## src/rtl/log_norm_calc.sv

```systemverilog
// log_norm_calc: leading-one normaliser for the log-compression front end.
//
// Takes an unsigned DATA_WIDTH-bit sample and returns:
//   exp_out   - bit index p of the leading one
//   norm_out  - 1.FRAC_WIDTH mantissa, i.e. data_in[p -: NORM_WIDTH] (zero-filled below bit 0)
//   zero_flag - sample was zero (norm_out then reads 1.0, exp_out 0)
// The leading-one search is a binary shift search: one step per cycle, shift amounts
// 2^(S-1) down to 1, so every sample takes exactly S SHIFT cycles.
//
// Ports:
//   clk, reset          - single clock; synchronous active-high reset
//   in_valid/in_ready   - input handshake; in_ready is high only while idle
//   data_in             - sample, captured on the accept edge only
//   out_valid/out_ready - output handshake; result held stable until consumed
//   norm_out, exp_out, zero_flag - registered result
module log_norm_calc #(
  parameter int unsigned DATA_WIDTH = 48,
  parameter int unsigned FRAC_WIDTH = 16,
  parameter int unsigned NORM_WIDTH = FRAC_WIDTH + 1,
  parameter int unsigned EXP_WIDTH  = $clog2(DATA_WIDTH)
) (
  input  logic                  clk,
  input  logic                  reset,
  input  logic                  in_valid,
  output logic                  in_ready,
  input  logic [DATA_WIDTH-1:0] data_in,
  output logic                  out_valid,
  input  logic                  out_ready,
  output logic [NORM_WIDTH-1:0] norm_out,
  output logic [EXP_WIDTH-1:0]  exp_out,
  output logic                  zero_flag
);

  localparam int unsigned S  = $clog2(DATA_WIDTH);
  localparam int unsigned KW = (S > 1) ? $clog2(S) : 1;

  typedef enum logic [1:0] {
    StIdle,
    StShift,
    StDone
  } state_e;

  state_e                state_q;
  logic [DATA_WIDTH-1:0] v_q;
  logic [EXP_WIDTH-1:0]  lz_q;
  logic [KW-1:0]         k_q;
  logic                  zero_q;

  logic [31:0]           shift_amt;
  logic [DATA_WIDTH-1:0] top_mask;
  logic [DATA_WIDTH-1:0] v_step;
  logic [EXP_WIDTH-1:0]  lz_step;
  logic [EXP_WIDTH-1:0]  p_step;
  logic [NORM_WIDTH-1:0] norm_step;

  assign in_ready = (state_q == StIdle);

  // One search step: shift left by 2^k when the top 2^k bits are clear. Shift amounts that
  // reach the full width are never taken (only matters for non-power-of-two widths).
  always_comb begin
    shift_amt = 32'd1 << k_q;
    top_mask  = ~({DATA_WIDTH{1'b1}} >> shift_amt);
    v_step    = v_q;
    lz_step   = lz_q;
    if ((shift_amt < DATA_WIDTH) && ((v_q & top_mask) == '0)) begin
      v_step  = v_q << shift_amt;
      lz_step = lz_q + EXP_WIDTH'(shift_amt);
    end
    p_step    = EXP_WIDTH'(DATA_WIDTH - 1) - lz_step;
    // After the last step the leading one sits in the MSB, so the mantissa is the top slice.
    norm_step = v_step[DATA_WIDTH-1 -: NORM_WIDTH];
  end

  always_ff @(posedge clk) begin
    if (reset) begin
      state_q   <= StIdle;
      v_q       <= '0;
      lz_q      <= '0;
      k_q       <= '0;
      zero_q    <= 1'b0;
      out_valid <= 1'b0;
      norm_out  <= '0;
      exp_out   <= '0;
      zero_flag <= 1'b0;
    end else begin
      case (state_q)
        StIdle: begin
          if (in_valid) begin
            v_q     <= data_in;
            lz_q    <= '0;
            k_q     <= KW'(S - 1);
            zero_q  <= (data_in == '0);
            state_q <= StShift;
          end
        end
        StShift: begin
          v_q  <= v_step;
          lz_q <= lz_step;
          if (k_q == '0) begin
            state_q   <= StDone;
            out_valid <= 1'b1;
            if (zero_q) begin
              // Mantissa of exactly 1.0 makes the downstream fractional log zero.
              norm_out  <= {1'b1, {FRAC_WIDTH{1'b0}}};
              exp_out   <= '0;
              zero_flag <= 1'b1;
            end else begin
              norm_out  <= norm_step;
              exp_out   <= p_step;
              zero_flag <= 1'b0;
            end
          end else begin
            k_q <= k_q - KW'(1);
          end
        end
        StDone: begin
          if (out_ready) begin
            out_valid <= 1'b0;
            state_q   <= StIdle;
          end
        end
        default: begin
          out_valid <= 1'b0;
          state_q   <= StIdle;
        end
      endcase
    end
  end

endmodule
```

## config.mk

```make
export PLATFORM = sky130hd
export DESIGN_NAME = log_norm_calc
export DESIGN_NICKNAME = d
export VERILOG_FILES = /design/src/rtl/log_norm_calc.sv
export SDC_FILE = /design/constraint.sdc
export NUM_CORES = 1
export LEC_CHECK = 0
export CAP_MARGIN = 10
export CORE_AREA = 2 2 146 148
export CTS_BUF_LIST = sky130_fd_sc_hd__clkbuf_16
export DETAILED_ROUTE_END_ITERATION = 12
export DIE_AREA = 0 0 148 150
export GPL_ROUTABILITY_DRIVEN = 0
export PLACE_DENSITY = 0.63
export SYNTH_ARGS = -nofsm -noshare
export SYNTH_HDL_FRONTEND = slang
export SYNTH_SLANG_ARGS = --single-unit
export TNS_END_PERCENT = 10
```

## constraint.sdc

```tcl
create_clock -name clk -period 3.74 [get_ports clk]
set_clock_uncertainty 0.2 [all_clocks]
set_input_delay 0.561 -clock clk [delete_from_list [all_inputs] [get_ports clk]]
set_output_delay 0.561 -clock clk [all_outputs]
set_load 0.005 [all_outputs]
```

==> flow_metrics.env <==
export IMPL_synthCells=913
export IMPL_drive_gt1_frac=0.138
export IMPL_finalCritPeriodShare=0.958
export IMPL_ctsHtreeMaxLevel=3
export IMPL_port_buffers=77
export IMPL_critPathMaxFanout=18
export IMPL_count_of_boundary_i_o_pins=78
export IMPL_cell_breakdown_of_the_critical_path="nor4_1, nand4_1, a222oi_1, o2111a_1, nand3_1, and3_1, a221o_1"
export IMPL_route_detailed_wl_per_inst_um=23.2
export IMPL_initial_core_util=0.342
export IMPL_globalRouteOverflowTotal=0
export IMPL_outcome="complete, no violations"
export IMPL_worst_path_largest_cell_delay_ns=0.67
export IMPL_layout_stage_area_growth_over_the_synthesis_result_pct=23.0
export IMPL_fmax_mhz=279
export IMPL_worst_setup_path_end_kind="flop"
export IMPL_chipWidth_um=148
export IMPL_core_area_mm2=0.0207
export IMPL_ctsLongestPathBuffers=2
export IMPL_place_detailed_hpwl_um=22400
export IMPL_power_ir_vdd_worst_mv=0.226
export IMPL_max_capacitance_violation_count=0
export IMPL_placed_standard_cell_area_mm2=0.00840
export IMPL_power_per_cell_area_mw_per_mm2=506
export IMPL_grt_first_pass_wirelength_um=44800
export IMPL_grt_antenna_before_repair=0
export IMPL_ys_dominant_reg_cell="dfxtp_1"
export IMPL_synth_warnings=0
export IMPL_final_period_minus_worst_setup_slack_ns=3.58
export IMPL_slew_viol_final=0
export IMPL_ctsRootBufferMaster="clkbuf_16"
export IMPL_cellLeakagePower_nw=3.23
export IMPL_dr_pass1_iters=7
export IMPL_insertion_delay_ns=0.36
export IMPL_post_drt_via_cell_ratio=6.45
export IMPL_tritoncts="built"
export IMPL_fin_worst_hold_slack_ns=0.258
export IMPL_postCtsHoldBufs=0
export IMPL_worst_slew_margin_rel=0.233
export IMPL_ys_seq_area_frac=0.241
export IMPL_cp_data_arrival_time_ns=3.62
export IMPL_final_antenna_net_count=0
export IMPL_synth_edff_count=0
export IMPL_avgSynthCellArea_um2=7.75
export IMPL_insertedDiodeCount=0
export IMPL_yosysUniqueCellTypes=73
export IMPL_synth_async_sr_flop_share=0
export IMPL_die_area_mm2=0.0222
export IMPL_fp_dieH_um=150
export IMPL_count_of_routing_violations_after_the_opening_detailed_route_iteration=1353
export IMPL_numClockSinks=85
export IMPL_std_cell_rows=53
export IMPL_drc_errors=0
export IMPL_totalPowerFinal_mw=4.40
export IMPL_layout_cell_area_non_filler_mm2=0.00870
export IMPL_worst_path_max_delay_cell="nor4_1"
export IMPL_path_class="reg2reg"
export IMPL_finalWirelength_um=29400
export IMPL_finalSetupViolations=0
export IMPL_timing_critical_path_from_type="flop"
export IMPL_via_count_of_the_first_global_routing_pass=7722
export IMPL_hold_violations=0
export IMPL_cts_made_buffers=9
export IMPL_grt_total_usage=0.261
export IMPL_clkTransAtPathRegs_ns=0.07
export IMPL_yosys_register_bits=85
export IMPL_grt_setup_unrepaired="false"
export IMPL_nets=1051
export IMPL_synth_nets=976
export IMPL_routed_via_count=8180
export IMPL_hold_class="reg2reg"
export IMPL_grt_start_max_net_pins=47
export IMPL_synth_area_mm2=0.00707
export IMPL_cp_required_ns=3.78
export IMPL_slew_at_the_pin_with_the_worst_max_slew_slack_ns=1.14
export IMPL_totalNegativeSetupSlack_ns=0
-- worst max-delay path, delay by kind of cell, from the launching register on --
| kind | cells | cell delay, ns |
|---|---|---|
| flip-flops | 1 | 0.32 |
| AO/OA/AOI/OAI | 3 | 1.14 |
| AND/OR/NAND/NOR | 4 | 1.79 |
-- stage by stage --
step	cells	utilization	setup slack, ns
final	1268	0.420	0.157
after global routing	1268	0.420	0.00329
after CTS	1268	0.420	0.161
after detailed placement	1252	0.406	0.178
after global placement	1252	0.406	0.182
after floorplan	913	-	0.333
-- cell type report --
class                      instances  area (µm²)
multi-input combinational        733        4980
tap                              275         344
timing repair buffer             148        1350
clock inverter                     7        57.6
inverter                          11        41.3
fill                            2097       12000
clock buffer                       9         225
sequential                        85        1700
-- power by group --
group	internal [mW]	total (mW)	switching [mW]
combinational	0.947	2.34	1.40
clock	0.459	0.871	0.412
sequential	1.02	1.18	0.164
-- cells in the mapped netlist, types with 4 or more instances --
master    number  share of area
dfxtp_1       85           0.24
nor2b_1        9         0.0080
mux2_2        16          0.025
o221ai_1      13          0.016
xnor2_1        5         0.0062
o22ai_1       30          0.027
nand4_1        6         0.0053
a22o_1         5         0.0062
a22oi_1       13          0.014
mux4_2         9          0.029
and3_1         6         0.0053
nand2b_1      13          0.011
o21ai_0       52          0.037
o21a_1         7         0.0074
and2_1         5         0.0044
a32o_1         5         0.0071
mux2i_1       79           0.11
nor4_1        29          0.026
o211ai_1      19          0.020
nand3_1       16          0.011
inv_1          7         0.0037
a211oi_1      20          0.021
a221o_1       10          0.014
o32ai_1        7         0.0087
nor2_1        91          0.048
o31ai_1        7         0.0074
a21oi_1       60          0.042
o221a_2        4         0.0064
a32oi_1        5         0.0062
nand2_1       85          0.045
o22a_1         8         0.0099
a31oi_1        7         0.0062
or3_1          6         0.0053
nor3_1        27          0.019
buf_4          5         0.0053
buf_2         31          0.022
ha_1          11          0.019
clkbuf_1      43          0.023
-- path summary, 6_finish.rpt --
check | start | end | slack (ns) | cells past startpoint
setup / recovery | v_q[27] | v_q[31] | 0.16 | 7
hold reg to reg | norm_out[2] | norm_out[2] | 0.26 | 2
hold / removal | norm_out[2] | norm_out[2] | 0.26 | 2
setup reg to reg | v_q[27] | v_q[31] | 0.16 | 7
-- timing repair --
action | 4_1_cts | 5_1_grt
setup buffers | 0 | 0
endpoints found under the setup margin | 0 | 8
gates resized for setup | 0 | 4
-- registers in the layout, indices dropped and copies added (netlist names) --
register   count
lz_q           6
state_q        2
exp_out        6
zero_q         1
v_q           48
zero_flag      1
norm_out      17
k_q            3
out_valid      1
-- kinds of logic after synthesis --
family / Yosys count / synth area share
multiplexers: 105 / 0.168
flip-flops: 85 / 0.241
buffers and inverters: 95 / 0.0607
XOR/XNOR: 7 / 0.00867
AND/OR/NAND/NOR: 304 / 0.204
adder cells (fa/ha/maj): 11 / 0.0195
AO/OA/AOI/OAI: 306 / 0.299
-- layer usage --
layer / GRT usage / up-vias / wire, µm
li1: - / 3654 / -
met1: 0.335 / 3844 / 11700
met2: 0.408 / 563 / 13000
met3: 0.0567 / 119 / 3020
met4: 0.143 / 0 / 1720
met5: 0 / - / 0
-- cell usage in the layout, fill, tap and decap left out, types with 19 or more instances in the layout --
| cell type | Yosys | final |
|---|---|---|
| clkdlybuf4s50_1 | 0 | 76 |
| nor2_1 | 91 | 91 |
| nor3_1 | 27 | 27 |
| buf_4 | 5 | 67 |
| mux2i_1 | 79 | 79 |
| a211oi_1 | 20 | 19 |
| o22ai_1 | 30 | 30 |
| dfxtp_1 | 85 | 85 |
| o211ai_1 | 19 | 19 |
| o21ai_0 | 52 | 52 |
| nand2_1 | 85 | 85 |
| a21oi_1 | 60 | 60 |
| nor4_1 | 29 | 29 |
(Power assumes the default switching activity.)
